[src/rtl/fetch_unit.sv]
// fetch_unit: single-issue instruction fetch, req/ack toward imem and valid/ready toward decode.
// Optional macro FETCH_TIMEOUT_EN adds an imem_ack watchdog that halts with a sticky fetch_err.
module fetch_unit #(
  parameter logic [31:0] RESET_PC       = 32'h0000_0000,
  parameter int          TIMEOUT_CYCLES = 16
) (
  input  logic        clk,
  input  logic        rst_n,
  output logic        imem_req,
  output logic [31:0] imem_addr,
  input  logic        imem_ack,
  input  logic [31:0] imem_rdata,
  output logic        inst_valid,
  input  logic        inst_ready,
  output logic [31:0] inst,
  output logic [31:0] pc_plus4,
  input  logic        resolve_valid,
  input  logic        branch,
  input  logic        bne,
  input  logic        jump,
  input  logic        zero,
  input  logic [15:0] imm16,
  input  logic [25:0] jaddr26,
  output logic        fetch_err
);

`ifdef FETCH_TIMEOUT_EN
  typedef enum logic [1:0] {FETCH, ISSUE, RESOLVE, HALT} state_t;
`else
  typedef enum logic [1:0] {FETCH, ISSUE, RESOLVE} state_t;
`endif

  state_t      state, state_nxt;
  logic [31:0] pc, pc_nxt, br_off;
  logic        resolve_fire, fetch_done;

  assign fetch_done = (state == FETCH) && imem_ack;
  // Reset state is FETCH, so the request is gated by rst_n to stay low while held in reset
  assign imem_req   = (state == FETCH) && rst_n;
  assign imem_addr  = pc;
  assign inst_valid = (state == ISSUE);
  assign br_off     = {{14{imm16[15]}}, imm16, 2'b00};

  always_comb begin
    pc_nxt = pc_plus4;
    if (jump)
      pc_nxt = {pc_plus4[31:28], jaddr26, 2'b00};
    else if ((branch && zero) || (bne && !zero))
      pc_nxt = pc_plus4 + br_off;
  end

`ifdef FETCH_TIMEOUT_EN
  localparam int CW = $clog2(TIMEOUT_CYCLES + 1);
  logic [CW-1:0] wait_cnt;
  logic          timeout_hit;

  // A same-cycle ack beats the limit
  assign timeout_hit = (state == FETCH) && !imem_ack && (wait_cnt == CW'(TIMEOUT_CYCLES - 1));

  always_ff @(posedge clk or negedge rst_n) begin
    if (!rst_n) begin
      wait_cnt  <= '0;
      fetch_err <= 1'b0;
    end else begin
      if (state != FETCH || imem_ack) wait_cnt <= '0;
      else                            wait_cnt <= wait_cnt + 1'b1;
      if (timeout_hit) fetch_err <= 1'b1;
    end
  end
`else
  assign fetch_err = 1'b0 && (TIMEOUT_CYCLES != 0);
`endif

  always_comb begin
    state_nxt    = state;
    resolve_fire = 1'b0;
    case (state)
      FETCH: begin
        if (imem_ack) state_nxt = ISSUE;
`ifdef FETCH_TIMEOUT_EN
        else if (timeout_hit) state_nxt = HALT;
`endif
      end
      ISSUE: begin
        if (inst_ready) begin
          if (resolve_valid) begin
            resolve_fire = 1'b1;
            state_nxt    = FETCH;
          end else begin
            state_nxt = RESOLVE;
          end
        end
      end
      RESOLVE: begin
        if (resolve_valid) begin
          resolve_fire = 1'b1;
          state_nxt    = FETCH;
        end
      end
`ifdef FETCH_TIMEOUT_EN
      HALT: state_nxt = HALT;
`endif
      default: state_nxt = FETCH;
    endcase
  end

  always_ff @(posedge clk or negedge rst_n) begin
    if (!rst_n) begin
      state    <= FETCH;
      pc       <= {RESET_PC[31:2], 2'b00};
      inst     <= '0;
      pc_plus4 <= '0;
    end else begin
      state <= state_nxt;
      if (fetch_done) begin
        inst     <= imem_rdata;
        pc_plus4 <= pc + 32'd4;
      end
      if (resolve_fire) pc <= pc_nxt;
    end
  end

endmodule

[config.mk]
export PLATFORM = sky130hd
export DESIGN_NAME = fetch_unit
export DESIGN_NICKNAME = d
export VERILOG_FILES = /design/src/rtl/fetch_unit.sv
export SDC_FILE = /design/constraint.sdc
export NUM_CORES = 1
export LEC_CHECK = 0
export BUFFER_PORTS_ARGS = -buffer_cell sky130_fd_sc_hd__buf_2
export CORE_ASPECT_RATIO = 1.1
export CORE_MARGIN = 3
export CORE_UTILIZATION = 52
export DETAILED_ROUTE_END_ITERATION = 8
export GPL_ROUTABILITY_DRIVEN = 1
export PLACE_DENSITY = 0.81
export SYNTH_ARGS = -nofsm -noshare
export SYNTH_HDL_FRONTEND = slang
export SYNTH_SLANG_ARGS = --single-unit
[constraint.sdc]
create_clock -name clk -period 3.45 [get_ports clk]
set_input_delay 0.1725 -clock clk [delete_from_list [all_inputs] [get_ports clk]]
set_output_delay 0.1725 -clock clk [all_outputs]
set_load 0.02 [all_outputs]
==> results by group <==
Hold path
  • Hold Path Class: in -> reg

STA
  • Final hold vios: 0
  • RSZ-0062 raised after global routing: false
  • Worst Tran Pin Value: ~1.2 ns
  • Setup tns final: 0 ns
  • Final Cycle Share: about nine tenths
  • Relative slew slack: 18.3%
  • Fmax: roughly 320 MHz
  • Final worst path period need: approximately 3.1 ns
  • Clock Skews: between 0.006 and 0.007 ns
  • Fin. max-slew vios: 0
  • Finish-stage setup viols: 0

Route
  • Routed Antenna Nets: 0
  • Drt total wl: between 15000 and 20000 um
  • Residual DRC count: 0
  • Vias per cell: roughly 5.6
  • Routed WL per cell: 16.3 um
  • Via count: roughly 5500
  • Iteration-0 DRC Markers: 238
  • Pre-Repair DR Iteration Count: 5

Power and ir drop
  • Leakage power: 3.60 nW
  • Max VDD drop: 0.616 mV
  • Power density over cell area: a little over 900 nW/um^2
  • Total power: 6.69 mW

Finish
  • Nets@finish: 942
  • Final cell count without fillers: between 900 and 1000
  • Diode count: 0
  • Fillcell total: ~900
  • Ratio of cells with drive above 1 in the final layout: 30.1%
  • Layout area overhead: 22.5%

Logic synthesis
  • Synth area leaders: dfrtp_1 41%, ha_1 6.9%, o21ai_0 6.9%, mux2_2 6.8%, nand2_1 6.4%
  • Post-Syn Area: 5980 um^2
  • Post-synth EDFFs: 0
  • Cell variety after synth: between 40 and 50
  • Syn_nets: 774
  • Dominant synthesized flop cell: dfrtp_1
  • Post-Syn Instances: 657
  • Synth Register Bits: between 90 and 100
  • Post-synth ARST share: 100%
  • Share of the synthesized area in the top cell type: roughly 41%
  • Largest area contributor in the netlist: dfrtp_1
  • Sequential fraction of the synthesis area: ~40%
  • Ys Warns: 0
  • Synth Area per Inst: about 9 um^2

CTS
  • Clock latency on the worst-skew pair: between 0.3 and 0.4 ns
  • CTS Buf Count: 9
  • Setup Fix Bufs, Post-CTS: 0
  • Clock slew at reported path FFs: around 0.080 ns
  • CTS Buffer Depth: 2
  • H-tree levels: 3
  • CTS tree: done
  • Clock Sinks: 98
  • Clock root buffer: clkbuf_16

Die
  • Ports: ~180
  • Height of the die: between 100 and 150 um
  • Die Area: around 13000 um^2
  • # rows: 40
  • Die extent in x: around 110 um
  • CORE AREA: 11100 um^2
  • Initial Utilization: a little over half

Setup path
  • WP data required: between 3 and 4 ns
  • Crit path kind: reg -> reg
  • Crit. End Element: flip-flop
  • CP max FO: 4
  • Startpoint Class: flip-flop
  • Data arrival time of the worst path: 3.40 ns

Global routing
  • First-pass GRT wire length: between 20000 and 30000 um
  • GRT Resource Usage Total: about a quarter
  • Number of global-route vias before repair: between 5000 and 6000
  • Largest net degree at the start of global routing: 64
  • Initial antenna violation count: 0
  • Remaining global-route overflow: 0

Place
  • # port buffers: between 150 and 200
  • Final Wtd Congestion: roughly 0.91
  • Post-DP HPWL: around 12000 um
  • Inst Count DP: 960

Status
  • Outcome: finished clean

Flow run
  • Max-cap violations: 0
## through the flow
step | hold WS (ns) | instance area (um^2) | util, % | setup slack (ns)
detailed placement | 0.304 | 7020 | 63.5 | 0.309
floorplan | -0.123 | 5980 | - | 0.453
global placement | 0.299 | 7020 | 63.5 | 0.396
finish | 0.0492 | 7330 | 66.2 | 0.314
global route | 0.0335 | 7330 | 66.2 | 0.159
CTS | 0.0408 | 7330 | 66.2 | 0.293
## cells in the final DEF (no fill, tap or decap), types with 2 or more instances in the layout
cell type     n
inv_8         3
clkbuf_16     9
dfrtp_1      98
a21o_1       15
nand4_1       6
a211oi_1      2
a211o_1       2
o21ai_1       3
o21bai_1      2
clkinvlp_4    2
nand2_1     101
a21oi_2       3
inv_1        12
nand3_1      19
xor2_1       22
nor2_1       44
mux2_2       36
and3_1       14
a31oi_1       4
a21oi_1      42
buf_4         7
ha_1         33
xnor2_1      31
mux2i_1      16
o211ai_1      3
nand2b_1      5
o22ai_1       2
buf_2       179
o21ai_0      82
nor3_1        3
nand3b_1      2
nor2b_1       6
## cell usage after synthesis (4+ instances only)
library cell and count:
mux2_2 36, xor2_1 22, nand3_1 20, nand2_1 102
clkbuf_1 27, mux2i_1 17, nor2_1 44, xnor2_1 31
and3_1 14, dfrtp_1 98, nor2b_1 6, ha_1 33
inv_1 12, a21oi_1 42, nand2b_1 5, nand4_1 6
a21o_1 15, o21ai_0 82, a31oi_1 4
## where the power goes
group	internal [mW]	leakage (nW)	total, mW	switching, mW
clock	0.512	0.140	1.01	0.498
sequential	1.65	1.22	2.18	0.526
combinational	1.42	2.23	3.50	2.08
total	3.59	3.60	6.69	3.10
## final timing paths
kind                       slack (ns)            from             to  cells after the start
setup reg to reg                 0.31     pc_plus4[2]  imem_addr[30]                     12
hold reg to reg                  0.50        inst[12]       inst[12]                      1
hold / removal                   0.05  imem_rdata[11]       inst[11]                      2
setup / recovery                 0.31     pc_plus4[2]  imem_addr[30]                     12
max in group asynchronous        2.02           rst_n   pc_plus4[10]                      3
min in group asynchronous        0.45           rst_n   pc_plus4[30]                      2
## logic make-up after synthesis
group | count (synthesis) | share of synthesized area (%)
AND/OR/NAND/NOR | 205 | 15.0
AO/OA/AOI/OAI | 170 | 16.5
flip-flops | 98 | 41.0
multiplexers | 54 | 9.81
XOR/XNOR | 53 | 7.76
buffers and inverters | 42 | 2.70
adder cells (fa/ha/maj) | 34 | 7.24
other | 1 | 0.0627
## sequential cells by signal, indices dropped and copies added, names as in the netlist
name and cells:
imem_addr 32, inst 32, pc_plus4 32, state 2
## metal layers
metal  vias to the layer above  wire [um]  GRT usage [%]
met2                       222       7780           43.1
met4                         0        333           7.97
met3                        32       1260           6.94
met1                      2586       6600           31.9
li1                       2631          -              -
met5                         -          0              0
## critical path: stages, from the launching register on
cell and delay (ns):
dfrtp_1 0.41, ha_1 0.23, fa_1 0.42, a21o_1 0.20, a21o_1 0.21, a21oi_2 0.21, o21ai_2 0.12, a31o_1 0.23
a21o_1 0.19, a41oi_2 0.25, nor2_1 0.09, mux2_1 0.32, a31oi_1 0.17
## timing repair
action	CTS	global route
hold endpoints to repair	61	0
hold buffers	1	0
resized for setup	0	0
## area by class of cell
type | instances | area, um^2 | area share, %
tap | 147 | 184 | 2.51
clock buffer | 9 | 225 | 3.07
sequential | 98 | 2450 | 33.5
inverter | 12 | 45.0 | 0.615
timing repair buffer | 187 | 958 | 13.1
multi-input combinational | 517 | 3390 | 46.2
clock inverter | 7 | 73.8 | 1.01
Power figures use the tool's default switching activity.
